## src/rtl/sum_latch_uart_tx.sv

```systemverilog
// Latches two operands on strobe edges, adds or subtracts them, and sends the result as UART bytes, LSB byte first.
// Output latency: a save_b edge starts a frame one cycle later; a request made while busy is held in a one-deep pending flag.
module sum_latch_uart_tx #(
    parameter int DATA_W       = 4,
    parameter int CLKS_PER_BIT = 16,
    parameter int PARITY_EN    = 0
) (
    input  logic              clk,
    input  logic              reset,
    input  logic [DATA_W-1:0] data_in,
    input  logic              save_a,
    input  logic              save_b,
    input  logic              send,
    input  logic              op_sub,
    output logic [DATA_W:0]   result,
    output logic              uart_txd,
    output logic              uart_tx_busy
);

    localparam int RW     = DATA_W + 1;
    localparam int NBYTES = (RW + 7) / 8;
    localparam int SW     = NBYTES * 8;
    localparam int CW     = $clog2(CLKS_PER_BIT);
    localparam int BIW    = (NBYTES > 1) ? $clog2(NBYTES) : 1;
    localparam logic [CW-1:0]  CNT_LAST  = CW'(CLKS_PER_BIT - 1);
    localparam logic [BIW-1:0] BYTE_LAST = BIW'(NBYTES - 1);

    typedef enum logic [2:0] {IDLE, START, DATA, PARITY, STOP} state_t;

    logic              save_a_q, save_b_q, send_q;
    logic              req_q, pend_q;
    logic [DATA_W-1:0] a_q, b_q;
    logic [RW-1:0]     res_q;
    logic [RW-1:0]     live_d;
    logic [SW-1:0]     snap_d;
    state_t            state_q;
    logic [CW-1:0]     cnt_q;
    logic [2:0]        bit_q;
    logic [BIW-1:0]    byte_q;
    logic [SW-1:0]     sh_q;
    logic              par_q, txd_q, busy_q;
    logic              a_edge, b_edge, s_edge, bit_end, go;

    assign a_edge  = save_a & ~save_a_q;
    assign b_edge  = save_b & ~save_b_q;
    assign s_edge  = send & ~send_q;
    assign live_d  = op_sub ? ({1'b0, a_q} - {1'b0, b_q}) : ({1'b0, a_q} + {1'b0, b_q});
    assign snap_d  = SW'(live_d);
    assign bit_end = (cnt_q == CNT_LAST);
    assign go      = req_q | pend_q;

    // req_q delays the request by one cycle so the snapshot sees the freshly latched B
    always_ff @(posedge clk) begin
        if (reset) begin
            save_a_q <= 1'b0;
            save_b_q <= 1'b0;
            send_q   <= 1'b0;
            req_q    <= 1'b0;
            a_q      <= '0;
            b_q      <= '0;
            res_q    <= '0;
        end else begin
            save_a_q <= save_a;
            save_b_q <= save_b;
            send_q   <= send;
            req_q    <= b_edge | s_edge;
            res_q    <= live_d;
            if (a_edge) a_q <= data_in;
            if (b_edge) b_q <= data_in;
        end
    end

    always_ff @(posedge clk) begin
        if (reset) begin
            state_q <= IDLE;
            cnt_q   <= '0;
            bit_q   <= '0;
            byte_q  <= '0;
            sh_q    <= '0;
            par_q   <= 1'b0;
            txd_q   <= 1'b1;
            busy_q  <= 1'b0;
            pend_q  <= 1'b0;
        end else begin
            cnt_q <= (state_q == IDLE || bit_end) ? '0 : cnt_q + 1'b1;
            if (state_q != IDLE && req_q) pend_q <= 1'b1;
            case (state_q)
                IDLE: begin
                    if (go) begin
                        state_q <= START;
                        pend_q  <= 1'b0;
                        sh_q    <= snap_d;
                        byte_q  <= '0;
                        par_q   <= ^snap_d[7:0];
                        txd_q   <= 1'b0;
                        busy_q  <= 1'b1;
                    end
                end
                START: begin
                    if (bit_end) begin
                        state_q <= DATA;
                        bit_q   <= '0;
                        txd_q   <= sh_q[0];
                    end
                end
                DATA: begin
                    if (bit_end) begin
                        sh_q <= sh_q >> 1;
                        if (bit_q == 3'd7) begin
                            if (PARITY_EN != 0) begin
                                state_q <= PARITY;
                                txd_q   <= par_q;
                            end else begin
                                state_q <= STOP;
                                txd_q   <= 1'b1;
                            end
                        end else begin
                            bit_q <= bit_q + 1'b1;
                            txd_q <= sh_q[1];
                        end
                    end
                end
                PARITY: begin
                    if (bit_end) begin
                        state_q <= STOP;
                        txd_q   <= 1'b1;
                    end
                end
                STOP: begin
                    if (bit_end) begin
                        if (byte_q == BYTE_LAST) begin
                            state_q <= IDLE;
                            busy_q  <= 1'b0;
                        end else begin
                            // after eight shifts the next byte sits in the low bits
                            state_q <= START;
                            byte_q  <= byte_q + 1'b1;
                            par_q   <= ^sh_q[7:0];
                            txd_q   <= 1'b0;
                        end
                    end
                end
                default: state_q <= IDLE;
            endcase
        end
    end

    assign result       = res_q;
    assign uart_txd     = txd_q;
    assign uart_tx_busy = busy_q;

endmodule
```

## config.mk

```make
export PLATFORM = sky130hd
export DESIGN_NAME = sum_latch_uart_tx
export DESIGN_NICKNAME = d
export VERILOG_FILES = /design/src/rtl/sum_latch_uart_tx.sv
export SDC_FILE = /design/constraint.sdc
export NUM_CORES = 1
export LEC_CHECK = 0
export CORE_ASPECT_RATIO = 0.75
export CORE_MARGIN = 5
export CORE_UTILIZATION = 55
export CTS_CLUSTER_SIZE = 28
export DETAILED_ROUTE_END_ITERATION = 8
export GPL_ROUTABILITY_DRIVEN = 0
export PLACE_DENSITY = 0.78
export SLEW_MARGIN = 20
export SYNTH_ARGS = -nofsm -noshare
export SYNTH_HDL_FRONTEND = slang
export SYNTH_SLANG_ARGS = --single-unit
export TNS_END_PERCENT = 10
```

## constraint.sdc

```tcl
create_clock -name clk -period 2.7 [get_ports clk]
set_input_delay 0.54 -clock clk [delete_from_list [all_inputs] [get_ports clk]]
set_output_delay 0.54 -clock clk [all_outputs]
set_load 0.05 [all_outputs]
```

==> metrics.md <==
| Metric | Value |
|---|---|
| Status | `finished clean` |
| Post-synthesis register bit count | `35` |
| Minimum clock period | `2.26 ns` |
| Final setup violation count | `0` |
| Final hold viol count | `0` |
| First-pass GRT wire length | `5170 um` |
| Worst IR Drop VDD | `0.319 mV` |
| CP endpoint kind | `flop` |
| Ys flop type | `dfxtp_1` |
| CTS tree | `yes` |
| Layout Skew | `0.00666 ns` |
| H-Tree Depth | `2` |
| Total die area | `~4100 um2` |
| Largest net degree at the start of global routing | `16` |
| WHS | `0.452 ns` |
| Overall routing resource usage | `0.161` |
| Post-CTS Repair Setup Buffers | `0` |
| Post-route cell area | `1830 um2` |
| Count leader, synth | `dfxtp_1` |
| Vias in the first global route | `between 1,000 and 1,500` |
| Gates resized, CTS repair | `0` |
| Yosys top cell by area | `dfxtp_1` |
| Syn Std Cell Area | `approximately 1600 um2` |
| Die width | `between 70 and 80 um` |
| Share of the synthesized area in the top cell type | `0.440` |
| Non-filler cells, final | `220` |
| Slew Limit Fails | `0` |
| Dpl hpwl | `around 2300 um` |
| Min-Delay Path Depth | `1` |
| DR pass1 iterations | `4` |
| Worst hold path class | `reg2reg` |
| Num CTS Buffers | `5` |
| Max Root-Sink Buffers | `2` |
| Synth cell types | `41` |
| Critical Path AT | `2.46 ns` |
| 1st-iter DRT viols | `73` |
| CORE AREA | `2680 um2` |
| CP required | `2.89 ns` |
| Post-CTS Hold Buffers | `0` |
| CTS root buf | `clkbuf_8` |
| Synthesized area per cell | `9.31 um2` |
| Layout cells sized above 1 | `0.0652` |
| CP Max Fanout | `4` |
| PnR Total Power | `1.17 mW` |
| Synth warnings | `0` |
| Max_cap viols | `0` |
| DP Area | `1760 um2` |
| FFs w/ async S/R, synth | `0` |
| DR WL/cell | `between 10 and 15 um` |
| Drt drc | `0` |
| Nets | `slightly above 200` |
| Die Y | `56.6 um` |
| Initial antenna violation count | `0` |
| Worst r2r src | `b_q[0]` |
| Worst hold start | `cnt_q[0]` |
| Clk_lat worst skew | `around 0.28 ns` |
| Cell Pwr Density | `640 nW/um2` |
| CTS clock-pin slew for the worst setup and hold paths | `approximately 0.060 ns` |
| Hold path endpoint | `cnt_q[0]` |
| Post-Place Worst Slack | `0.166 ns` |
| Worst Setup Path Type | `in2reg` |
| Fin crit share | `0.838` |
| Slew HR | `0.634` |
| Vias per inst | `5.53` |
| Vias | `1,216` |
| Number of synthesized flops with an enable pin | `0` |
| GRT overflow | `0` |
| Multi-input combinational cell area | `818 um2` |
| Register area | `about 700 um2` |
| Area added between synthesis and finish | `15.3%` |
| Layout Utilization | `0.684` |
| Worst reg2reg path depth | `8` |
| CP Launch Type | `primary input` |
| Sequential fraction of the synthesis area | `0.440` |
| Cell Rows | `16` |
| Placed insts | `roughly 210` |
| Fill cells | `218` |
| Reg-to-reg setup timing slack | `~0.57 ns` |
| Clock Sinks | `35` |
| Worst Max-Slew Pin Slew | `0.547 ns` |
| Port buffer count | `16` |
| Fmax | `442 MHz` |
| Pleak | `around 0.74 nW` |
| Post-synth net total | `190` |
| Synth Instances | `171` |
| Overall routed net length | `roughly 3000 um` |
| Critical R2R Capture | `sh_q[4]` |
| Routed Antenna Nets | `0` |
| Setup WS post-layout | `between 0.4 and 0.5 ns` |
| Final setup TNS | `0 ns` |
| RSZ-0062 raised after global routing | `false` |
| Commonest cells in the synthesized netlist | `35 x dfxtp_1, 29 x nor2_1, 10 x a21oi_1` |
| Cells taking the most area after synthesis | `dfxtp_1 44%, nor2_1 6.8%, ha_1 6.3%` |
| # diodes | `0` |
| I/O pins | `17` |
| Initial Util | `0.593` |
cells in the final DEF (no fill, tap or decap), types with 2 or more instances in the layout:
| master | netlist | routed |
|---|---|---|
| nor3_1 | 6 | 6 |
| o31ai_1 | 2 | 2 |
| nand2b_1 | 4 | 4 |
| nand3_1 | 2 | 2 |
| a21oi_1 | 10 | 10 |
| nand3b_1 | 2 | 2 |
| nand2_1 | 5 | 5 |
| o21bai_1 | 3 | 3 |
| xnor2_1 | 6 | 6 |
| ha_1 | 8 | 8 |
| nor2b_1 | 6 | 6 |
| o21ai_0 | 2 | 2 |
| mux2i_1 | 9 | 9 |
| or3b_1 | 2 | 2 |
| clkdlybuf4s50_1 | 0 | 16 |
| dfxtp_1 | 35 | 35 |
| inv_1 | 6 | 6 |
| clkbuf_8 | 0 | 5 |
| buf_4 | 1 | 2 |
| a22o_1 | 2 | 2 |
| o211ai_1 | 2 | 2 |
| nor2_1 | 29 | 29 |
layout make-up:
| class | instances | area share |
|---|---|---|
| clock buffer | 6 | 0.0396 |
| sequential | 35 | 0.382 |
| timing repair buffer | 18 | 0.0955 |
| tap | 36 | 0.0246 |
| inverter | 6 | 0.0123 |
| multi-input combinational | 119 | 0.446 |
power by group:
| part | total, mW | internal, mW | switching, mW |
|---|---|---|---|
| clock network | 0.338 | 0.171 | 0.166 |
| registers | 0.579 | 0.555 | 0.0233 |
| logic | 0.258 | 0.108 | 0.150 |
metal layers:
| metal | up-vias | routed length (um) | GRT usage | part of all wire |
|---|---|---|---|---|
| met2 | 27 | 1430 | 0.257 | 0.48 |
| met1 | 567 | 1350 | 0.182 | 0.45 |
| met3 | 10 | 176 | 0.0695 | 0.059 |
| met4 | 0 | 48 | 0.0804 | 0.016 |
| met5 | - | 0 | 0 | 0 |
| li1 | 612 | - | - | - |
cell families after synthesis:
group / count (synthesis) / share of synthesized area
muxes: 10 / 0.0637
buffers and inverters: 17 / 0.0456
DFF: 35 / 0.440
and+or+nand+nor: 61 / 0.193
xor gates and xnor gates: 7 / 0.0385
AOI/OAI and AO/OA: 32 / 0.144
adders and majority gates: 9 / 0.0755
state kept, by name, indices dropped and copies added (netlist names):
| signal | cells |
|---|---|
| result | 5 |
| bit_q | 3 |
| req_q | 1 |
| cnt_q | 4 |
| save_a_q | 1 |
| save_b_q | 1 |
| a_q | 4 |
| uart_tx_busy | 1 |
| sh_q | 5 |
| pend_q | 1 |
| send_q | 1 |
| uart_txd | 1 |
| b_q | 4 |
| state_q | 3 |
worst max-delay path by stage:
| stage | startpoint | to | slack, ns | cells after the start |
|---|---|---|---|---|
| 2_1_floorplan | b_q[0] | sh_q[4] | 0.78 | 8 |
| 6_report | op_sub | sh_q[4] | 0.44 | 7 |
| 4_1_cts | op_sub | sh_q[4] | 0.45 | 7 |
| 3_5_place_dp | op_sub | sh_q[4] | 0.17 | 7 |
| 5_1_grt | op_sub | sh_q[4] | 0.36 | 7 |
| 3_3_place_gp | op_sub | sh_q[4] | 0.24 | 7 |
worst max-delay path, stage by stage:
cell and delay [ns]:
clkdlybuf4s50_1 0.56, mux2i_1 0.16, fa_1 0.46, a21o_1 0.19, a21oi_1 0.18, xnor2_1 0.11
o32ai_1 0.25
(Power assumes the default switching activity.)
